--- config.mk ---
export PLATFORM = sky130hd
export DESIGN_NAME = mem_port_arbiter
export DESIGN_NICKNAME = d
export VERILOG_FILES = /design/src/rtl/mem_port_arbiter.sv
export SDC_FILE = /design/constraint.sdc
export NUM_CORES = 1
export LEC_CHECK = 0
export CORE_AREA = 2 2 108 110
export CTS_BUF_LIST = sky130_fd_sc_hd__clkbuf_16
export CTS_CLUSTER_SIZE = 30
export DETAILED_ROUTE_END_ITERATION = 16
export DIE_AREA = 0 0 110 112
export GPL_ROUTABILITY_DRIVEN = 1
export GPL_TIMING_DRIVEN = 0
export SETUP_SLACK_MARGIN = 0.5
export SKIP_LAST_GASP = 1
export SYNTH_ARGS = -nofsm -noshare
export SYNTH_HDL_FRONTEND = slang
export SYNTH_SLANG_ARGS = --single-unit
--- constraint.sdc ---
create_clock -name clock -period 3.4 [get_ports clock]
set_input_delay 0.68 -clock clock [delete_from_list [all_inputs] [get_ports clock]]
set_output_delay 0.68 -clock clock [all_outputs]
set_load 0.02 [all_outputs]
--- src/rtl/mem_port_arbiter.sv ---
// Shares one single-ported, 1-cycle-latency memory between the CPU fetch and data
// ports, steering read data back to its owner and guarding fetch against starvation.
module mem_port_arbiter #(
    parameter int unsigned POLICY   = 1,
    parameter int unsigned MAX_WAIT = 4
) (
    input  logic        clock,
    input  logic        reset,
    input  logic        im_req,
    input  logic [31:0] im_address,
    output logic        im_grant,
    output logic        im_valid,
    output logic [31:0] im_data,
    input  logic        dm_req,
    input  logic        dm_write,
    input  logic [3:0]  dm_width,
    input  logic [31:0] dm_address,
    input  logic [31:0] dm_data_in,
    output logic        dm_grant,
    output logic        dm_valid,
    output logic [31:0] dm_data,
    output logic [31:0] mem_address,
    output logic [3:0]  mem_width,
    output logic        mem_write_en,
    output logic [31:0] mem_data_out,
    input  logic [31:0] mem_data_in,
    output logic [3:0]  debug_starve_cnt,
    output logic        debug_rr_last,
    output logic [1:0]  debug_resp_owner
);

    // Handshake: a requester holds *_req and its operands stable until *_grant is seen
    // high in the same cycle; a granted read returns *_valid/*_data exactly one cycle later.
    typedef enum logic [1:0] {
        OWNER_NONE  = 2'd0,
        OWNER_FETCH = 2'd1,
        OWNER_DATA  = 2'd2
    } owner_t;

    localparam logic [3:0] MAX_WAIT_C = 4'(MAX_WAIT);

    logic [3:0] starve_cnt, starve_cnt_next;
    logic       rr_last, rr_last_next;
    owner_t     resp_owner, resp_owner_next;
    logic       grant_fetch, grant_data;

    always_comb begin
        grant_fetch = 1'b0;
        grant_data  = 1'b0;
        if (reset) begin
            if (im_req && !dm_req) begin
                grant_fetch = 1'b1;
            end else if (!im_req && dm_req) begin
                grant_data = 1'b1;
            end else if (im_req && dm_req) begin
                if (starve_cnt == MAX_WAIT_C) begin
                    grant_fetch = 1'b1;
                end else if (POLICY == 1) begin
                    grant_data = 1'b1;
                end else if (rr_last) begin
                    // data won last time, so fetch takes its turn
                    grant_fetch = 1'b1;
                end else begin
                    grant_data = 1'b1;
                end
            end
        end
    end

    always_comb begin
        starve_cnt_next = starve_cnt;
        rr_last_next    = rr_last;
        resp_owner_next = OWNER_NONE;
        if (grant_fetch) begin
            starve_cnt_next = 4'd0;
            rr_last_next    = 1'b0;
            resp_owner_next = OWNER_FETCH;
        end else if (im_req && (starve_cnt < MAX_WAIT_C)) begin
            starve_cnt_next = starve_cnt + 4'd1;
        end
        if (grant_data) begin
            rr_last_next    = 1'b1;
            resp_owner_next = dm_write ? OWNER_NONE : OWNER_DATA;
        end
    end

    always_ff @(posedge clock or negedge reset) begin
        if (!reset) begin
            starve_cnt <= 4'd0;
            rr_last    <= 1'b1;
            resp_owner <= OWNER_NONE;
        end else begin
            starve_cnt <= starve_cnt_next;
            rr_last    <= rr_last_next;
            resp_owner <= resp_owner_next;
        end
    end

    always_comb begin
        mem_address  = 32'd0;
        mem_width    = 4'd0;
        mem_write_en = 1'b0;
        mem_data_out = 32'd0;
        if (grant_fetch) begin
            mem_address = im_address;
            mem_width   = 4'd4;
        end else if (grant_data) begin
            mem_address  = dm_address;
            mem_width    = dm_width;
            mem_write_en = dm_write;
            mem_data_out = dm_data_in;
        end
    end

    assign im_grant = grant_fetch;
    assign dm_grant = grant_data;
    assign im_valid = (resp_owner == OWNER_FETCH);
    assign dm_valid = (resp_owner == OWNER_DATA);
    assign im_data  = im_valid ? mem_data_in : 32'd0;
    assign dm_data  = dm_valid ? mem_data_in : 32'd0;

    assign debug_starve_cnt = starve_cnt;
    assign debug_rr_last    = rr_last;
    assign debug_resp_owner = resp_owner;

endmodule

Word level (Yosys, flattened, before mapping)
Cells that the tools add are included.
- flip-flop bits (word level): 7
- bits in latches: 0
- memory bits (writable): 0
- ROM bits: 0
- bits of input ports: 137
- output and inout bits: 144
- word-level logic and storage cells: 43
- memories: 0
- add/sub/neg operators: 1
- multiply operators: 0
- divide/modulo/power cells: 0
- magnitude comparators: 1
- equality and inequality tests: 3
- shifts and indexed selects: 0
- muxes and demuxes: 27
- bitwise operators: 0
- reductions and logical operators: 8
- operator list (kind ; count):
    $mux W32 ; 6
    $mux W4 ; 4
    $mux W1 ; 15
    $add A4 B1 Y4 const B ; 1
    $eq A4 B3 Y1 const B ; 1
    $logic_and A1 B1 Y1 ; 4
    $lt A4 B3 Y1 const B ; 1
    $mux W2 ; 2
    $reduce_bool A2 Y1 ; 2
    $eq A2 B1 Y1 const B ; 1
    $eq A2 B2 Y1 const B ; 1
    $logic_not A1 Y1 ; 2

Depth between registers and ports, before layout
- depth in word-level cells: 8
- mapped depth: 7
- gate-level depth less buffers: 5

Worst setup path after synthesis
Ideal clock, no wire load.
- path type: input-to-output
- start: input port im_req
- end: output port mem_data_out[19]
- arrival: 1597 ps
- data required time: 2720 ps
- slack: 1123 ps
- stages: 4
- path buffers: 1
- cell sequence: nor2b_2 -> a31oi_4 -> buf_2 -> and2_1
- cells in the longest elaborated chain, start to end: 7
- elaborated cells between the ends (all ways): 14
- classes of those cells: mux (10); reduce/logical (4)
- ends and longest elaborated chain (item ; RTL line ; RTL):
    start: declaration ; 9 ; input logic im_req,
    $logic_and A1 B1 Y1 or $logic_not A1 Y1 (tied branches) ; 55, 53 ;
    $mux W1 or $logic_and A1 B1 Y1 (tied branches) ; 55, 53 ;
    $mux W1 ; 53 ; end else if (!im_req && dm_req) begin
    $mux W1 * ; 51 ; if (im_req && !dm_req) begin
    $mux W1 * ; 50 ; if (reset) begin
    via dm_grant ; 19 ; output logic dm_grant,
    $mux W32 * ; 107 ; end else if (grant_data) begin
    $mux W32 * ; 104 ; if (grant_fetch) begin
    end: declaration ; 25 ; output logic [31:0] mem_data_out,
Mark *: on every way through the listed nets, which the timed path passes. The rest lies on a longest branch.

Final worst setup path
- start: input port im_req
- end: output port mem_address[2]
- cells in the longest elaborated chain, start to end: 7
- elaborated cells between the ends (all ways): 14
- classes of those cells: mux (10); reduce/logical (4)
- ends and longest elaborated chain (item ; RTL line ; RTL):
    $logic_and A1 B1 Y1 or $logic_not A1 Y1 (tied branches) ; 55, 53 ;
    $mux W1 or $logic_and A1 B1 Y1 (tied branches) ; 55, 53 ;
    $mux W1 ; 53 ;
    $mux W1 ; 51 ;
    $mux W1 ; 50 ;
    $mux W32 ; 107 ;
    $mux W32 * ; 104 ;
    end: declaration ; 22 ; output logic [31:0] mem_address,
Mark *: on every way between the ends. The rest lies on a longest branch, timed or not.

==> flow_metrics.py <==
metrics = {
    "synth": {
        "syn_nets": 319,
        "netlist_area_sq_um": 1350,
        "seq_area_frac_synth_pct": 13.0,
        "syn_inst": 180,
        "synth.avg_cell_area_sq_um": 7.51,
        "ys_ff_latch": 7,
        "yosysWarnings": 0,
        "synth.distinct_cells": 22,
    },
    "placed_design": {
        "placed_cells": 603,
        "postPlaceCellArea_sq_um": 4330,
        "io_buffers": 280,
        "dp_slack_ns": -0.360,
        "hpwl_um": 7960,
        "gp_congestion": 0.712,
    },
    "timing": {
        "rsz0062_at_grt": "true",
        "fin_crit_sh_pct": 83.1,
        "final_max_slew_viol_count": 0,
        "fin_crit_ns": 2.83,
        "final-setup-viol-count": 0,
        "max_clock_freq_ghz": 0.354,
        "hold_violations": 0,
        "max_slew_margin_pct": 72.0,
        "tightest_slew_ns": 0.418,
        "whs_ns": 0.299,
        "skew_ns": 0.00162,
        "setup_ws_ns": 0.574,
    },
    "final_layout": {
        "layout_common_cells": "clkdlybuf4s50_1, and2_1, buf_2",
        "stdcell_count": 612,
        "fin_area_sq_um": 4140,
        "syn2layout_area_growth_pct": 206,
        "final_common_cell": "clkdlybuf4s50_1",
        "nets": 608,
        "layout-drive-gt1-share_pct": 20.3,
    },
    "route": {
        "drcViolationCount": 0,
        "final_antenna_net_count": 0,
        "avgRoutedWirePerCell_um": 14.1,
        "drt_wl_total_um": 8630,
        "drt_iter0_markers": 73,
        "firstDrtPassIters": 4,
        "via_per_inst": 3.91,
        "dr_total_vias": 2390,
    },
    "floorplanning": {
        "die_y_um": 112,
        "std_cell_rows": 39,
        "dieWidth_um": 110,
        "ios": 281,
        "die_area_sq_um": 12300,
        "core_region_area_sq_um": 11200,
        "initial_core_util_pct": 12.1,
    },
    "grt": {
        "grt_first_pass_wirelength_um": 12600,
        "overflow": 0,
        "grt_max_degree": 11,
        "track_usage_pct": 13.1,
        "antenna_found_initial": 2,
        "first_global_vias": 2476,
    },
    "pwr": {
        "leakagePower_nw": 1.88,
        "powerDensity_nw_per_um2": 255,
        "finalPower_mw": 1.06,
        "ir_drop_mv": 0.116,
    },
    "clock_tree": {
        "h-tree-depth": 1,
        "cts_hold_buf": 0,
        "cts_tree": "yes",
        "clk_latency_ns": 0.23,
        "ctsLongestPathBuffers": 2,
        "clock_sinks": 7,
        "numCtsBuffers": 3,
        "clk_pin_slew_ns": 0.04,
        "clockRootBuffer": "clkbuf_16",
    },
    "setup_path": {
        "critPathArrivalTime_ns": 2.15,
        "r2r_slack_ns": 1.90,
        "end_kind": "output port",
        "path_class": "in -> out",
        "worst_ep_required_time_ns": 2.72,
        "worst_r2r_path_depth": 6,
        "r2r-end": "debug_starve_cnt[1]",
        "cp_max_fo": 10,
        "rr_startpoint": "debug_starve_cnt[0]",
        "critPathLaunchType": "input pin",
    },
    "flow_run": {
        "max_cap_violations": 0,
    },
    "outcome": {
        "status": "completed",
    },
    "min_path": {
        "hp-class": "in -> async",
    },
}
[kinds of logic after synthesis]
kind of cell	share of synthesized area (%)
buffers and inverters	7.68
AND/OR/NAND/NOR	51.2
AO/OA/AOI/OAI	24.8
multiplexers	0.740
XOR/XNOR	0.648
adder cells (fa/ha/maj)	1.85
flip-flops	13.0
[flip-flops by register name, indices dropped and copies added, names as in the netlist]
signal / flops
debug_resp_owner: 2
debug_rr_last: 1
debug_starve_cnt: 4
[layer usage]
layer  vias up  track usage, %  share of wire (%)
li1       1176               -                  -
met1      1042            12.3                 32
met5         -               0               0.19
met2       166            26.5                 54
met4         2            1.01               0.27
met3         4            5.27                 14
[cell type report]
class	count	area (sq um)
timing repair buffer	284	2500
clock buffer	3	75.1
multi-input combinational	154	1080
tap	143	179
buffer	17	114
antenna	1	2.50
inverter	2	7.51
fill	1238	7030
sequential	7	176
clock inverter	1	3.75
[cells in the mapped netlist, drive strengths merged]
library cell | number | share of area (%)
a21oi | 3 | 1.4
and2 | 100 | 46
nand2 | 2 | 0.56
dfrtp | 6 | 11
a22o | 32 | 21
ha | 2 | 1.8
a21o | 2 | 1.1
mux2i | 1 | 0.74
inv | 2 | 0.56
clkbuf | 8 | 2.4
buf | 9 | 4.7
nand3b | 1 | 0.56
nor2 | 3 | 0.83
xnor2 | 1 | 0.65
nor2b | 5 | 2.5
dfstp | 1 | 1.9
a31oi | 1 | 1.6
nor3b | 1 | 0.56
[report_power, final]
part	internal, mW	switching [mW]
sequential	0.106	0.0261
combinational	0.386	0.345
clock	0.153	0.0415
[worst max-delay path: stages]
cell and delay, ns:
clkdlybuf4s50_1 0.50, nor2b_4 0.18, a31oi_4 0.12, buf_12 0.15
buf_4 0.16, a22o_1 0.18, clkbuf_2 0.17
[how the worst max path moves through the flow]
stage | startpoint | end | cells after the start
floorplan | im_req | mem_data_out[19] | 4
global placement | reset | mem_address[2] | 6
detailed placement | reset | mem_address[2] | 6
CTS | dm_req | mem_address[2] | 7
global route | im_req | mem_address[2] | 7
finish | im_req | mem_address[2] | 7
[timing repair]
item | in CTS | in global routing
gates resized for setup | 257 | 36
setup endpoints to repair | 71 | 97
buffers inserted | 3 | 1
pin swaps | 1 | 0
[metrics by stage]
step | utilization, % | setup TNS [ns]
detailed placement | 38.8 | -18.52
global route | 37.0 | 0
CTS | 38.4 | 0
global placement | 38.8 | -16.84
finish | 37.1 | 0
floorplan | - | 0
Note: power is estimated with default switching activity, not from simulation.
